File: src/rtl/fp_serial_align_pkg.sv
// Shared fp32 types and constants for the serial alignment datapath.
package fp_serial_align_pkg;

    typedef struct packed {
        logic        sign;
        logic [7:0]  exp;
        logic [22:0] frac;
    } fp32_t;

    localparam int         EXP_BIAS    = 127;
    localparam logic [7:0] EXP_SPECIAL = 8'hFF;
    localparam int         MANT_W      = 27;

    typedef enum logic [1:0] {
        IDLE  = 2'd0,
        SHIFT = 2'd1,
        DONE  = 2'd2
    } align_state_t;

endpackage

File: src/rtl/fp_serial_align_if.sv
// Operand-in / aligned-pair-out handshake bundle for fp_serial_align.
interface fp_serial_align_if;
    import fp_serial_align_pkg::*;

    logic              in_valid;
    logic              in_ready;
    fp32_t             a;
    fp32_t             b;
    logic              out_valid;
    logic              out_ready;
    logic [7:0]        out_exp;
    logic [MANT_W-1:0] out_mant_big;
    logic [MANT_W-1:0] out_mant_small;
    logic              out_sign_big;
    logic              out_sign_small;
    logic              out_swapped;
    logic              out_special;

    modport master (
        output in_valid, a, b, out_ready,
        input  in_ready, out_valid, out_exp, out_mant_big, out_mant_small,
               out_sign_big, out_sign_small, out_swapped, out_special
    );

    modport slave (
        input  in_valid, a, b, out_ready,
        output in_ready, out_valid, out_exp, out_mant_big, out_mant_small,
               out_sign_big, out_sign_small, out_swapped, out_special
    );

endinterface

File: src/rtl/fp_serial_align_unpack.sv
// Combinational fp32 field decode: hidden bit, effective exponent, Inf/NaN flag.
module fp_unpack
    import fp_serial_align_pkg::*;
(
    input  fp32_t      op_i,
    output logic       hidden_o,
    output logic [7:0] exp_eff_o,
    output logic       special_o
);

    always_comb begin
        hidden_o  = (op_i.exp != 8'd0);
        // Denormals share the scale of exponent 1.
        exp_eff_o = (op_i.exp == 8'd0) ? 8'd1 : op_i.exp;
        special_o = (op_i.exp == EXP_SPECIAL);
    end

endmodule

File: src/rtl/fp_serial_align.sv
// Serial right-shift alignment of two fp32 significands with guard/round/sticky.
module fp_serial_align
    import fp_serial_align_pkg::*;
#(
    parameter int STEP  = 1,
    parameter int MAXSH = 27
) (
    input  logic              clk,
    input  logic              rst_n,
    fp_serial_align_if.slave  bus
);

    align_state_t      state_q, state_d;
    logic              out_valid_q, out_valid_d;
    logic [7:0]        exp_q, exp_d;
    logic [MANT_W-1:0] mant_big_q, mant_big_d;
    logic [MANT_W-1:0] mant_small_q, mant_small_d;
    logic              sign_big_q, sign_big_d;
    logic              sign_small_q, sign_small_d;
    logic              swapped_q, swapped_d;
    logic              special_q, special_d;
    logic [7:0]        rem_q, rem_d;

    logic              hid_a, hid_b, spec_a, spec_b;
    logic [7:0]        exp_a, exp_b;
    logic              swap_c, accept_c, fire_out_c, special_c;
    logic [7:0]        diff_c, dcnt_c, step_c;
    logic [MANT_W-1:0] sig_a_c, sig_b_c, shifted_c;

    fp_unpack u_unpack_a (.op_i(bus.a), .hidden_o(hid_a), .exp_eff_o(exp_a), .special_o(spec_a));
    fp_unpack u_unpack_b (.op_i(bus.b), .hidden_o(hid_b), .exp_eff_o(exp_b), .special_o(spec_b));

    always_comb begin
        sig_a_c    = {hid_a, bus.a.frac, 3'b000};
        sig_b_c    = {hid_b, bus.b.frac, 3'b000};
        swap_c     = (exp_b > exp_a);
        diff_c     = swap_c ? (exp_b - exp_a) : (exp_a - exp_b);
        dcnt_c     = (diff_c > 8'(MAXSH)) ? 8'(MAXSH) : diff_c;
        special_c  = spec_a | spec_b;
        accept_c   = bus.in_valid && (state_q == IDLE);
        fire_out_c = out_valid_q && bus.out_ready;
        step_c     = (rem_q < 8'(STEP)) ? rem_q : 8'(STEP);
    end

    // One-bit stages chained STEP deep; each folds the bit leaving bit 0 into the sticky.
    always_comb begin
        shifted_c = mant_small_q;
        for (int i = 0; i < STEP; i++) begin
            if (8'(i) < step_c) begin
                shifted_c = {1'b0, shifted_c[MANT_W-1:2], shifted_c[1] | shifted_c[0]};
            end
        end
    end

    always_ff @(posedge clk or negedge rst_n) begin
        if (!rst_n) begin
            state_q      <= IDLE;
            out_valid_q  <= 1'b0;
            exp_q        <= '0;
            mant_big_q   <= '0;
            mant_small_q <= '0;
            sign_big_q   <= 1'b0;
            sign_small_q <= 1'b0;
            swapped_q    <= 1'b0;
            special_q    <= 1'b0;
            rem_q        <= '0;
        end else begin
            state_q      <= state_d;
            out_valid_q  <= out_valid_d;
            exp_q        <= exp_d;
            mant_big_q   <= mant_big_d;
            mant_small_q <= mant_small_d;
            sign_big_q   <= sign_big_d;
            sign_small_q <= sign_small_d;
            swapped_q    <= swapped_d;
            special_q    <= special_d;
            rem_q        <= rem_d;
        end
    end

    always_comb begin
        state_d = state_q;
        case (state_q)
            IDLE:    if (accept_c) state_d = (special_c || dcnt_c == 8'd0) ? DONE : SHIFT;
            SHIFT:   if (rem_q <= 8'(STEP)) state_d = DONE;
            DONE:    if (fire_out_c) state_d = IDLE;
            default: state_d = IDLE;
        endcase
    end

    // Datapath next-state; out_valid lags entry into DONE by one registered cycle.
    always_comb begin
        out_valid_d  = (state_q == DONE) && !fire_out_c;
        exp_d        = exp_q;
        mant_big_d   = mant_big_q;
        mant_small_d = mant_small_q;
        sign_big_d   = sign_big_q;
        sign_small_d = sign_small_q;
        swapped_d    = swapped_q;
        special_d    = special_q;
        rem_d        = rem_q;
        if (accept_c) begin
            exp_d        = swap_c ? exp_b : exp_a;
            mant_big_d   = swap_c ? sig_b_c : sig_a_c;
            mant_small_d = swap_c ? sig_a_c : sig_b_c;
            sign_big_d   = swap_c ? bus.b.sign : bus.a.sign;
            sign_small_d = swap_c ? bus.a.sign : bus.b.sign;
            swapped_d    = swap_c;
            special_d    = special_c;
            rem_d        = special_c ? 8'd0 : dcnt_c;
        end else if (state_q == SHIFT) begin
            mant_small_d = shifted_c;
            rem_d        = rem_q - step_c;
        end
    end

    always_comb begin
        bus.in_ready       = (state_q == IDLE);
        bus.out_valid      = out_valid_q;
        bus.out_exp        = exp_q;
        bus.out_mant_big   = mant_big_q;
        bus.out_mant_small = mant_small_q;
        bus.out_sign_big   = sign_big_q;
        bus.out_sign_small = sign_small_q;
        bus.out_swapped    = swapped_q;
        bus.out_special    = special_q;
    end

endmodule

File: src/flat_wrapper.sv
// flat-port wrapper written by rule: the top's interface ports become plain ports
module fp_serial_align_flat import fp_serial_align_pkg::*;
#(
    parameter int STEP  = 1,
    parameter int MAXSH = 27
)
  (clk, rst_n, bus_in_valid, bus_a, bus_b, bus_out_ready, bus_in_ready, bus_out_valid, bus_out_exp, bus_out_mant_big, bus_out_mant_small, bus_out_sign_big, bus_out_sign_small, bus_out_swapped, bus_out_special);
  fp_serial_align_if bus_i ();
  input  logic clk;
  input  logic rst_n;
  input wire logic [$bits(bus_i.in_valid)-1:0] bus_in_valid;
  input wire logic [$bits(bus_i.a)-1:0] bus_a;
  input wire logic [$bits(bus_i.b)-1:0] bus_b;
  input wire logic [$bits(bus_i.out_ready)-1:0] bus_out_ready;
  output wire logic [$bits(bus_i.in_ready)-1:0] bus_in_ready;
  output wire logic [$bits(bus_i.out_valid)-1:0] bus_out_valid;
  output wire logic [$bits(bus_i.out_exp)-1:0] bus_out_exp;
  output wire logic [$bits(bus_i.out_mant_big)-1:0] bus_out_mant_big;
  output wire logic [$bits(bus_i.out_mant_small)-1:0] bus_out_mant_small;
  output wire logic [$bits(bus_i.out_sign_big)-1:0] bus_out_sign_big;
  output wire logic [$bits(bus_i.out_sign_small)-1:0] bus_out_sign_small;
  output wire logic [$bits(bus_i.out_swapped)-1:0] bus_out_swapped;
  output wire logic [$bits(bus_i.out_special)-1:0] bus_out_special;
  assign bus_i.in_valid = bus_in_valid;
  assign bus_i.a = bus_a;
  assign bus_i.b = bus_b;
  assign bus_i.out_ready = bus_out_ready;
  assign bus_in_ready = bus_i.in_ready;
  assign bus_out_valid = bus_i.out_valid;
  assign bus_out_exp = bus_i.out_exp;
  assign bus_out_mant_big = bus_i.out_mant_big;
  assign bus_out_mant_small = bus_i.out_mant_small;
  assign bus_out_sign_big = bus_i.out_sign_big;
  assign bus_out_sign_small = bus_i.out_sign_small;
  assign bus_out_swapped = bus_i.out_swapped;
  assign bus_out_special = bus_i.out_special;
  fp_serial_align #(.STEP(STEP), .MAXSH(MAXSH)) u_core (.clk(clk), .rst_n(rst_n), .bus(bus_i));
endmodule
File: config.mk
export PLATFORM = sky130hd
export DESIGN_NAME = fp_serial_align_flat
export DESIGN_NICKNAME = d
export VERILOG_FILES = /design/src/rtl/fp_serial_align_pkg.sv /design/src/rtl/fp_serial_align_if.sv /design/src/rtl/fp_serial_align_unpack.sv /design/src/rtl/fp_serial_align.sv /design/src/flat_wrapper.sv
export SDC_FILE = /design/constraint.sdc
export NUM_CORES = 1
export LEC_CHECK = 0
export ABC_AREA = 1
export CAP_MARGIN = 20
export CORE_MARGIN = 10
export CORE_UTILIZATION = 53
export DETAILED_ROUTE_END_ITERATION = 7
export GPL_ROUTABILITY_DRIVEN = 0
export PLACE_DENSITY_LB_ADDON = 0.2
export SETUP_SLACK_MARGIN = 0.1
export SLEW_MARGIN = 20
export SYNTH_ARGS = -nofsm -noshare
export SYNTH_HDL_FRONTEND = slang
export SYNTH_HIERARCHICAL = 1
export SYNTH_SLANG_ARGS = --single-unit
export TNS_END_PERCENT = 30
File: constraint.sdc
create_clock -name clk -period 5.3 [get_ports clk]
set_clock_uncertainty 0.1 [all_clocks]
set_input_delay 0.795 -clock clk [delete_from_list [all_inputs] [get_ports clk]]
set_output_delay 0.795 -clock clk [all_outputs]
set_load 0.05 [all_outputs]
* Yosys cells after proc, flatten, opt, wreduce, memory -nomap -nowiden
Index checks and enable logic that the tools add are counted.
Storage, ports and cells: flip-flop bits (word level) 77, input bits 68
Operators by class: $add $sub $neg 3, equality and inequality tests 7, multiplexer cells 21, reduce and logical (&&, ||, !) cells 15, bitwise operators 2, order comparisons 5
Operators by type and width (number):
- 2-to-1 mux 27 bit | 5
- 2-to-1 mux 8 bit | 9
- zero test 8 bit | 3
- subtractor 8 bit | 3
- == test 8 bit (second input constant) | 2
- nonzero test 8 bit | 2
- greater-than comparator 8 x 5 -> 1 bit (second input constant) | 1
- greater-than comparator 8 bit | 1
- <= comparator 8 x 1 -> 1 bit (second input constant) | 1
- < comparator 1 x 8 -> 1 bit (first input constant) | 1
- < comparator 8 x 1 -> 1 bit (second input constant) | 1
- 2-to-1 mux 2 bit | 4
- inequality test 2 x 1 -> 1 bit (second input constant) | 3
- case mux 2 bit (3 select lines) | 1
- nonzero test 2 bit | 2
- logical AND 1 bit | 3
- AND reduction 3 bit | 1
- == test 2 x 1 -> 1 bit (second input constant) | 1
- == test 2 bit (second input constant) | 1
- zero test 2 bit | 1
- 2-to-1 mux 1 bit | 2
- OR 1 bit | 2
- AND reduction 2 bit | 1
- zero test 1 bit | 1
- logical OR 1 bit | 1

* Depth between registers and ports, before layout
Gate-level depths: netlist of the first run.
depth in word-level cells 11, depth in mapped cells 21, gate-level depth less buffers 21

* Modules after synthesis
Netlist of the first run, hierarchy kept.
By module, submodules not included:
- fp_serial_align | times used 1, cells an instance 662, area an instance 4653.2 um^2, sequential area each 1851.8 um^2
- fp_unpack | times used 2, cells an instance 19, area an instance 87.6 um^2, sequential area each 0.0 um^2

* Worst setup path before layout of the first run
Ideal clock, no wire load.
path type input to register, start point in bus_a[26], end point reg u_core.rem_q[1], setup slack 2.286 ns, library setup time 0.124 ns, stages on the path 19, data arrival time 2.790 ns, path through nor2_1 -> nand2_1 -> o21ai_1 -> ha_1 -> inv_1 -> fa_1 -> nand2_1 -> nand2_1 -> nand3_2 -> nand2_2 -> nand2_4 -> buf_6 -> nand3_2 -> nand2_2 -> nand3_2 -> nor2_2 -> nand2_1 -> nand2_1 -> a21boi_1
Between the ends: longest elaborated chain between the ends 8, elaborated cells between the ends (all ways) 12, classes of those cells add/sub: 2; order compare: 2; eq/ne: 1; mux: 5; bitwise: 1; reduce/logical: 1
Ends and longest elaborated chain:
- start, declared | line flat_wrapper.sv:12 | input wire logic [$bits(bus_i.a)-1:0] bus_a;
- zero test 8 bit (*) | line fp_serial_align_unpack.sv:14 | exp_eff_o = (op_i.exp == 8'd0) ? 8'd1 : op_i.exp;
- 2-to-1 mux 8 bit (*) | line fp_serial_align_unpack.sv:14
- named net u_core.exp_a[0] | line fp_serial_align.sv:25 | logic [7:0] exp_a, exp_b;
- subtractor 8 bit / greater-than comparator 8 bit (equally long branches) | line fp_serial_align.sv:37, fp_serial_align.sv:36
- 2-to-1 mux 8 bit (*) | line fp_serial_align.sv:37 | diff_c = swap_c ? (exp_b - exp_a) : (exp_a - exp_b);
- greater-than comparator 8 x 5 -> 1 bit | line fp_serial_align.sv:38 | dcnt_c = (diff_c > 8'(MAXSH)) ? 8'(MAXSH) : diff_c;
- 2-to-1 mux 8 bit (*) | line fp_serial_align.sv:38
- 2-to-1 mux 8 bit (*) | line fp_serial_align.sv:110 | rem_d = special_c ? 8'd0 : dcnt_c;
- 2-to-1 mux 8 bit (*) | line fp_serial_align.sv:102 | if (accept_c) begin
- end signal, assigned | line fp_serial_align.sv:77 | rem_q <= rem_d;
- end, declared | line fp_serial_align.sv:22 | logic [7:0] rem_q, rem_d;
The timed path passes the listed nets; every way through them passes the cells marked *. A chain may end at the register's enable or synchronous reset.

* Final worst setup path of the first run
start point in bus_b[25], end point reg u_core.mant_small_q[12], in the netlist u_core/bus.out_mant_small[12]
Between the ends: longest elaborated chain between the ends 5
Ends and longest elaborated chain:
- start, declared | line flat_wrapper.sv:13 | input wire logic [$bits(bus_i.b)-1:0] bus_b;
- zero test 8 bit | line fp_serial_align_unpack.sv:14
- 2-to-1 mux 8 bit | line fp_serial_align_unpack.sv:14
- named net u_core.exp_b[0] | line fp_serial_align.sv:25
- greater-than comparator 8 bit | line fp_serial_align.sv:36 | swap_c = (exp_b > exp_a);
- 2-to-1 mux 27 bit | line fp_serial_align.sv:105 | mant_small_d = swap_c ? sig_a_c : sig_b_c;
- 2-to-1 mux 27 bit | line fp_serial_align.sv:102
- end signal, assigned | line fp_serial_align.sv:72 | mant_small_q <= mant_small_d;
- end, declared | line fp_serial_align.sv:17 | logic [MANT_W-1:0] mant_small_q, mant_small_d;
The timed path passes the listed nets, and every way through them passes these cells.

==> metrics, run 1 <==
Post-DRT Antenna Nets=0; wire per inst=~16 µm; XOR/XNOR share of the synthesized area=less than 1%; Die Y=115 µm; Lkg Pwr=a little under 3 nW; Slew @ Worst Pin=0.958 ns; Syn Area/Cell=6.90 µm²; port bufs=between 100 and 150; sw frac=52.0%; GRT Util Overall=~22%; Tmin final=about 4.3 ns; Hold Vio Cnt, Final=0; final setup TNS=0 ns; Synth Area in Simple Gates=a little over a quarter; Worst Path Required=around 5.5 ns; worst relative slew slack=between 30% and 40%; Skew-Pair Late Insertion Delay=about 0.35 ns; Comb pwr share=between 60% and 70%; CP Launch Type=primary input; Worst Hold Launch=u_core/rem_q[5]$_DFFE_PN0P_; Yosys warnings=6; Post-synth EDFFs=0; synth top area cells=dfrtp_1 (38%), a21oi_1 (11%), nand2_1 (10%); hold-critical path depth=1; reg-to-reg setup timing slack=2.48 ns; Total Nets Final=between 800 and 900; WP data arrival=~4.5 ns; CTS Buf Count=9; vias post-DR=5019; core footprint=just under 9000 µm²; reg2reg path depth=9; initial core utilization=54.8%; Hold EP=u_core/rem_q[5]$_DFFE_PN0P_; Post-Syn Area=4830 µm²; Compound-Gate Fraction of Synth Area=18.5%; area share of the largest cell type after synthesis=a little under two fifths; global-route wire length before repair=approximately 24000 µm; postcts setup bufs=0; critical path's top delay family=buffers and inverters; Sw Pwr=2.10 mW; placed wire-length estimate=roughly 11000 µm; peak supply drop=between 400 and 500 µV; Crit. Startpoint=bus_b[25]; P per Cell Area=~640 nW/µm²; TritonCTS clock tree=built; mean number of vias per cell=5.50; post-synthesis adder-cell area fraction=between 4 and 5%; post-synthesis mux area share=0%; io pins=136; Routed WL=~15000 µm; Hold Path Class=reg2reg; cell-internal power=between 1.5 and 2 mW; crit share post-route=between 80 and 90%; endpoint class of the critical path=flop; total gr overflow=0; Die Area=13300 µm²; RSZ-0062 raised after global routing=no; Post-CTS Resized=0; Critical Setup Path Class=in2reg; cts hold-fix bufs=0; Rows=34; CP max stage delay=0.53 ns; htree depth=3; Max Freq=around 230 MHz; n_diodes=0; cell breakdown of the critical path=clkdlybuf4s50_1 -> nor2_1 -> nand2_1 -> o21ai_1 -> inv_1 -> ha_1 -> inv_1 -> fa_1 -> nand2_1 -> nand2_1 -> nand3_2 -> nand2_2 -> nand2_4 -> inv_2 -> buf_4 -> nor2_1 -> nor2_1 -> o21ai_0 -> a21oi_1; largest family of logic cells by synthesized area=simple AND/OR/NAND/NOR gates; clock transition at the registers of the reported paths=~0.08 ns; Yosys top cell by area=dfrtp_1; most frequent cell after synthesis=nand2_1; clk sinks=74; reg-to-reg endpoint=u_core/bus.out_mant_small[12]$_DFFE_PN0P_; Fill cells=714; Post-route DRC=0; CP bufs+invs=5; hold_ws=0.388 ns; Slew Limit Fails=0; count of cell types in the netlist=35; Synth Flop Type=dfrtp_1; top post-synthesis cells by count=nand2_1 (132), nor2_1 (128), a21oi_1 (109); status=completed; MaxCap Viol Count=0; sequential fraction of the synthesis area=38.4%; DP Worst Slack=just over 0.7 ns; final worst slack=0.996 ns; Syn-to-layout area delta=31.6%; CP max-delay cell=clkdlybuf4s50_1; Max Buffers Root-to-Sink=2; vias in the first global route=~5100; # setup viols final=0; Power, Total=around 4.0 mW; Die Width=115 µm; initial antenna violation count=0; asr flop ratio synth=100%; pin count of the biggest net entering global routing=75; FF-to-FF Start=u_core/state_q[1]$_DFFE_PN0P_; Initial DRT Pass Iterations=6; clk root buf=clkbuf_8; flops & latches, synth=74; CP max FO=34; Clk pwr share=a little over an eighth; sequential power share=25.4%; layout cells sized above 1=approximately 6.3%; Mapped Cells=700; initial drt markers=between 300 and 400
==> routing by layer <==
layer,up-vias,GRT usage [%],share of wire (%)
li1,2431,-,-
met1,2315,25.5,39
met2,237,37.1,48
met3,36,7.91,10
met4,0,9.80,3.1
met5,-,0,0
==> flip-flops by register name (all words and copies together) (netlist names) <==
| register | flops |
|---|---|
| u_core/bus.out_mant_small | 27 |
| u_core/bus.out_mant_big | 24 |
| u_core/bus.out_exp | 8 |
| u_core/rem_q | 8 |
| u_core/state_q | 2 |
| u_core/bus.out_sign_big | 1 |
| u_core/bus.out_sign_small | 1 |
| u_core/bus.out_special | 1 |
| u_core/bus.out_swapped | 1 |
| u_core/bus.out_valid | 1 |
==> cell type report <==
type                       count  area [µm²]  area share (%)
inverter                      69         259            4.08
clock buffer                   9         124            1.95
timing repair buffer         137        1360            21.3
clock inverter                 6         115            1.81
sequential                    74        1850            29.1
tap                          108         135            2.13
multi-input combinational    510        2510            39.5
==> metrics by stage <==
step | util (%) | area, µm² | cells
after floorplan | - | 4840 | 702
after global placement | 69.4 | 6110 | 898
after detailed placement | 69.4 | 6110 | 898
after CTS | 72.2 | 6350 | 913
after global routing | 72.2 | 6350 | 913
final | 72.2 | 6350 | 913
==> cells in the final DEF (no fill, tap or decap), types with 3 or more instances in the layout <==
cell             synthesis  final
nand2_1                132    132
clkdlybuf4s50_1          0    131
nor2_1                 128    128
a21oi_1                109    109
dfrtp_1                 74     74
inv_1                   64     64
o21ai_0                 50     50
nand3_1                 17     17
ha_1                    16     16
nand4_1                 11     11
clkbuf_8                 0      9
nor2_2                  10      9
buf_4                    8      6
inv_2                    5      5
nand3_2                  4      4
o21ai_1                  4      4
xor2_1                   4      4
bufinv_16                0      3
nand2_2                  3      3
conb_1                   1      3
==> cell families after synthesis <==
group / Yosys count
and+or+nand+nor: 312
buffers and inverters: 118
other: 1
DFF: 74
xor gates and xnor gates: 5
adders and majority gates: 18
AOI/OAI and AO/OA: 172
==> worst register-to-register path: stages (launching register included) <==
cell and delay (ns):
dfrtp_1 0.41, nor2_1 0.19, inv_1 0.11, nor2_4 0.41, buf_4 0.41, inv_2 0.23
buf_4 0.40, nor2_1 0.19, o21ai_0 0.12, a21oi_1 0.17
==> worst max path at each step <==
stage | cells past startpoint | endpoint | slack, ns
detailed placement | 19 | u_core/bus.out_mant_small[15]$_DFFE_PN0P_ | 0.72
floorplan | 19 | u_core/rem_q[1]$_DFFE_PN0P_ | 2.29
CTS | 19 | u_core/bus.out_mant_small[12]$_DFFE_PN0P_ | 1.05
finish | 19 | u_core/bus.out_mant_small[12]$_DFFE_PN0P_ | 1.0
global route | 19 | u_core/bus.out_mant_small[12]$_DFFE_PN0P_ | 0.68
global placement | 19 | u_core/bus.out_mant_small[19]$_DFFE_PN0P_ | 0.96
==> power groups by stage <==
stage                     registers [mW]  clock network (mW)  logic [mW]
after CTS                           1.03               0.541        2.49
after floorplan                     1.83                   0       0.864
after detailed placement            1.04                   0        2.47
final                               1.03               0.538        2.48
after global routing                1.07               0.569        2.66
after global placement              1.02                   0        2.43
Note: power is estimated with default switching activity, not from simulation.
==> run 2, diff against run 1 <==
Settings changed: CORE_UTILIZATION 53 to 49.
Clock period 5.3 ns to 4.25 ns, I/O delays scaled along.
==> run 2 against run 1 <==
Effect of this change:
- cell area increased by 1.3%
- via count decreased by 0.28%
- clock-buffer cell count unchanged
- flip-flop and latch count unchanged
- first-iteration DRC count increased by 73%
- register-to-register slack got worse by 1.1 ns
- critical path depth unchanged
- cell count increased by 3.0%
- global-route usage decreased by 2.5 points
- sequential power increased by 24%
- total power increased by 26%
==> metrics, run 2 (same netlist as run 1, synthesis figures left out) <==
layout cells sized above 1=6.57% (+0.23 points); Post-Route M1 WL=6310 µm (+7.5%); Total Nets Final=888 (+0.11%); Rows=36 (+5.9%); TritonCTS clock tree=built; most frequent cells in the layout=nand2_1 (132), clkdlybuf4s50_1 (131), nor2_1 (128), a21oi_1 (109), dfrtp_1 (74); Post-DRT Antenna Nets=0 (unchanged); placed wire-length estimate=10400 µm (-4.8%); Skew-Pair Late Insertion Delay=0.35 ns (about the same); reg-to-reg setup timing slack=1.42 ns (-1.06 ns); CP Launch Type=primary input; endpoint class of the critical path=flop; pin count of the biggest net entering global routing=75 (unchanged); Tmin final=approximately 3.6 ns; status=completed; clk sinks=74 (unchanged); clk root buf=clkbuf_8; postcts setup bufs=0 (unchanged); io pins=136 (unchanged); Slew @ Worst Pin=0.949 ns (-0.00914 ns); Post-route DRC=0 (unchanged); CP max FO=14 (-59%); n_diodes=0 (unchanged); CTS Buf Count=9 (unchanged); max reg flops=27 (unchanged); global-route wire length before repair=23700 µm (-3.0%); CP max stage delay=0.52 ns (about the same); Slew Limit Fails=0 (unchanged); Post-CTS Resized=0 (unchanged); vias post-DR=5005 (-0.28%); Die Y=119 µm (+3.3%); core footprint=9680 µm² (+10%); reg-to-reg endpoint=u_core/rem_q[4]$_DFFE_PN0P_; RSZ-0062 raised after global routing=no; initial drt markers=549 (+73%); wire per inst=15.4 µm (-5.8%); port bufs=132 (unchanged); Syn-to-layout area delta=33.3%; Fill cells=831 (+16%); initial antenna violation count=0 (unchanged); uppermost layer routed=met4; Power, Total=5.11 mW (+26%); Worst Path Required=4.37 ns (-1.08 ns); Max Buffers Root-to-Sink=2 (unchanged); Die Area=14200 µm² (+6.7%); Met2 Routed Length=6600 µm (-7.1%); mean number of vias per cell=5.32 (-3.1%); htree depth=3 (unchanged); total gr overflow=0 (unchanged); clock transition at the registers of the reported paths=0.08 ns (about the same); met3 routed WL=1310 µm (-12%); GRT Util Overall=19.9% (-2.5 points); peak supply drop=474 µV (-4.2%); worst relative slew slack=36.7% (+0.61 points); Hold Path Class=in2async; Lkg Pwr=2.92 nW (+0.97%); # setup viols final=0 (unchanged); Routed WL=14500 µm (-3.0%); Hold Vio Cnt, Final=0 (unchanged); most used cell, CP=nand2_1; WP data arrival=3.68 ns (-0.78 ns); final setup TNS=0 ns (unchanged); crit share post-route=a little over four fifths; Critical Setup Path Class=in2reg; CP max-delay cell=clkdlybuf4s50_1; most common cell after layout, fill and taps aside=nand2_1; cts hold-fix bufs=0 (unchanged); Die Width=119 µm (+3.3%); FF-to-FF Start=u_core/state_q[1]$_DFFE_PN0P_; cell breakdown of the critical path=clkdlybuf4s50_1 -> nor2_1 -> nand2_1 -> o21ai_1 -> ha_1 -> inv_1 -> fa_1 -> nand2_1 -> nand2_1 -> nand3_2 -> nand2_2 -> nand2_4 -> inv_2 -> nand2_1 -> nand2_1 -> inv_2 -> nand3_2 -> o21ai_0 -> a22oi_1; initial core utilization=49.9% (-5.0 points); Initial DRT Pass Iterations=7 (+1); Max Freq=281 MHz; MaxCap Viol Count=0 (unchanged); vias in the first global route=4824 (-6.0%); P per Cell Area=794 nW/µm² (+25%); reg2reg path depth=7 (-2)
==> run 2: critical path: cells and delay by family <==
family                     cells  cell delay (ns)
and+or+nand+nor               10             1.03
buffers and inverters          4             0.80
AOI/OAI and AO/OA              3             0.61
adders and majority gates      2             0.59
==> run 2: routing by layer <==
| layer | track usage (%) | vias to the layer above |
|---|---|---|
| met5 | 0 | - |
| met2 | 31.4 | 202 |
| met1 | 25.4 | 2342 |
| met4 | 6.26 | 0 |
| met3 | 6.33 | 24 |
| li1 | - | 2437 |
==> run 2: how the worst max path moves through the flow <==
| stage | cells after the start | start | endpoint |
|---|---|---|---|
| 6_report | 19 | bus_a[26] | u_core/rem_q[4]$_DFFE_PN0P_ |
| 5_1_grt | 19 | bus_b[24] | u_core/bus.out_mant_small[24]$_DFFE_PN0P_ |
| 4_1_cts | 21 | bus_a[26] | u_core/rem_q[1]$_DFFE_PN0P_ |
| 3_5_place_dp | 19 | bus_a[26] | u_core/rem_q[4]$_DFFE_PN0P_ |
| 3_3_place_gp | 19 | bus_a[26] | u_core/rem_q[4]$_DFFE_PN0P_ |
| 2_1_floorplan | 19 | bus_a[26] | u_core/rem_q[1]$_DFFE_PN0P_ |
==> run 2: area by class of cell <==
type                            count  area [µm²]  area share (%)
Timing Repair Buffer              138        1380            21.4
Inverter                           69         259            4.02
Clock buffer                        9         124            1.92
Multi-Input combinational cell    510        2510            39.0
Tap cell                          133         166            2.59
Sequential cell                    74        1850            28.8
Clock inverter                      7         146            2.27
==> run 2: where the power goes <==
| part | switching (mW) | internal (mW) | total (mW) |
|---|---|---|---|
| combinational | 2.09 | 0.990 | 3.08 |
| clock | 0.291 | 0.456 | 0.747 |
| sequential | 0.229 | 1.05 | 1.28 |
| total | 2.61 | 2.50 | 5.11 |
==> run 2: stage by stage <==
| stage | worst slack (ns) | utilization (%) | cells | hold slack, ns | area [µm²] |
|---|---|---|---|---|---|
| 2_1_floorplan | 1.39 | - | 702 | 0.242 | 4840 |
| 3_3_place_gp | 0.464 | 63.7 | 924 | 0.364 | 6170 |
| 3_5_place_dp | 0.400 | 63.7 | 924 | 0.373 | 6170 |
| 4_1_cts | 0.768 | 66.5 | 940 | 0.371 | 6440 |
| 5_1_grt | 0.461 | 66.5 | 940 | 0.407 | 6440 |
| 6_report | 0.689 | 66.5 | 940 | 0.329 | 6440 |
==> run 3, diff against run 2 <==
Settings changed: CORE_UTILIZATION 49 to 44.
Clock period 4.25 ns to 3.1 ns, I/O delays scaled along.
==> run 3 against run 2 <==
Effect of this change:
- cell area is 7.3% higher
- core utilization is 2.5 points lower
- critical path depth is 3 higher
- non-clock buffer count is 45 higher
- combinational power is 43% higher
- wire length is 7.4% higher
- first-iteration DRC count is 18% lower
- sequential power is 37% higher
- clock-buffer cell count is 2 higher
==> metrics, run 3 (same netlist as run 1, synthesis figures left out) <==
Post-DRT Antenna Nets=0 (unchanged); WP data arrival=3.03 ns (-0.65 ns); CP Launch Type=primary input; clk sinks=74 (unchanged); Tmin final=around 2.9 ns; RSZ-0062 raised after global routing=no; total gr overflow=0 (unchanged); n_diodes=0 (unchanged); P per Cell Area=1030 nW/µm² (+30%); Max Freq=between 300 and 400 MHz; Worst Path Required=3.24 ns (-1.13 ns); initial core utilization=44.7% (-5.1 points); initial antenna violation count=0 (unchanged); GRT Util Overall=18.8% (-1.1 points); Slew @ Worst Pin=0.959 ns (+0.00962 ns); htree depth=3 (unchanged); peak supply drop=564 µV (+19%); port bufs=132 (unchanged); crit share post-route=~93%; reg2reg path depth=9 (+2); max reg flops=27 (unchanged); wire per inst=15.7 µm (+1.7%); Die Area=15600 µm² (+9.4%); Syn-to-layout area delta=43.0%; Critical Setup Path Class=in2reg; global-route wire length before repair=25000 µm (+5.1%); placed wire-length estimate=11400 µm (+9.0%); endpoint class of the critical path=flop; CTS Buf Count=9 (unchanged); final setup TNS=0 ns (unchanged); Slew Limit Fails=0 (unchanged); Rows=38 (+5.6%); Total Nets Final=934 (+5.2%); core footprint=10800 µm² (+11%); clk root buf=clkbuf_8; Post-route DRC=0 (unchanged); MaxCap Viol Count=0 (unchanged); io pins=136 (unchanged); cts hold-fix bufs=0 (unchanged); pin count of the biggest net entering global routing=76 (+1.3%); # setup viols final=0 (unchanged); vias in the first global route=5102 (+5.8%); most frequent cells in the layout=nand2_1 (127), nor2_1 (126), clkdlybuf4s50_1 (118), a21oi_1 (109), dfrtp_1 (74); Hold Path Class=in2async; layout cells sized above 1=13.2% (+6.7 points); CP max FO=3 (-11); most common cell after layout, fill and taps aside=nand2_1; Hold Vio Cnt, Final=0 (unchanged); Skew-Pair Late Insertion Delay=0.35 ns (about the same); mean number of vias per cell=5.19 (-2.5%); Initial DRT Pass Iterations=4 (-3); Die Y=125 µm (+4.6%); Lkg Pwr=3.27 nW (+12%); status=completed; Max Buffers Root-to-Sink=2 (unchanged); worst relative slew slack=36.1% (-0.64 points); Power, Total=7.11 mW (+39%); clock transition at the registers of the reported paths=0.08 ns (about the same); initial drt markers=452 (-18%); TritonCTS clock tree=built; vias post-DR=5156 (+3.0%); Die Width=125 µm (+4.6%); Routed WL=15500 µm (+7.4%)
## run 3: cell types whose count changed in the layout (fill, tap and decap cells not counted), moves of 4 or more
cell and delta:
buf_4 +43, clkdlybuf4s50_1 -13, dlymetal6s2s_1 +13, nand2_1 -5
nand2_2 +4
## run 3: what timing repair did
item	in CTS	in global routing
gates resized for setup	0	35
setup endpoints to repair	0	54
buffers inserted	0	5
## run 3: metal layers
metal | part of all wire [%] | track usage [%]
met5 | 0 | 0
met4 | 1.9 | 5.89
met3 | 8.6 | 7.36
met2 | 49 | 31.6
met1 | 41 | 21.3
## run 3: area by class of cell
class	instances	area, µm²
fillers	955	3890
multi-input cells	511	2580
flip-flops and latches	74	1850
repair buffers	183	1770
inverters	69	264
well taps	140	175
clock buffers	11	151
clock inverters	5	108
## run 3: worst paths after layout
kind                            slack [ns]                                        to                          startpoint
worst max register to register        0.64  u_core/bus.out_mant_small[0]$_DFFE_PN0P_       u_core/state_q[1]$_DFFE_PN0P_
max in group asynchronous             2.12   u_core/bus.out_mant_big[10]$_DFFE_PN0P_                               rst_n
worst min register to register        0.39        u_core/bus.out_swapped$_DFFE_PN0P_  u_core/bus.out_swapped$_DFFE_PN0P_
min in group clk                      0.39        u_core/bus.out_swapped$_DFFE_PN0P_  u_core/bus.out_swapped$_DFFE_PN0P_
worst min-delay path                  0.15             u_core/state_q[1]$_DFFE_PN0P_                               rst_n
worst max-delay path                  0.21             u_core/state_q[0]$_DFFE_PN0P_                           bus_a[28]
## run 3: metrics by stage
stage          hold WS, ns  area, µm²  setup WS [ns]  utilization, %  instances
2_1_floorplan       0.0694       4840          0.416               -        702
3_3_place_gp         0.368       6500         -0.137            60.2        971
3_5_place_dp         0.376       6500         -0.240            60.2        971
4_1_cts              0.201       6760          0.138            62.6        987
5_1_grt              0.220       6910         0.0846            64.0        993
6_report             0.149       6910          0.208            64.0        993
## run 3: critical path: stages
cell and delay (ns):
clkdlybuf4s50_1 0.43, nor2_2 0.15, nand2_1 0.08, o21ai_2 0.15
ha_2 0.19, inv_2 0.05, fa_2 0.36, nand2_2 0.07
nand2_2 0.06, buf_4 0.14, nand3_1 0.08, nand2_1 0.05
nand2_1 0.05, nand2_1 0.05, nand2_1 0.05, nand2_1 0.06
inv_2 0.06, nand3_2 0.11, nor3_2 0.14, nand2_1 0.11
nand3_1 0.08, nand2_1 0.05
## run 3: power by group
| group | leakage, nW | internal (mW) | switching [mW] |
|---|---|---|---|
| clock | 0.131 | 0.585 | 0.384 |
| sequential | 0.848 | 1.44 | 0.309 |
| combinational | 2.29 | 1.45 | 2.94 |
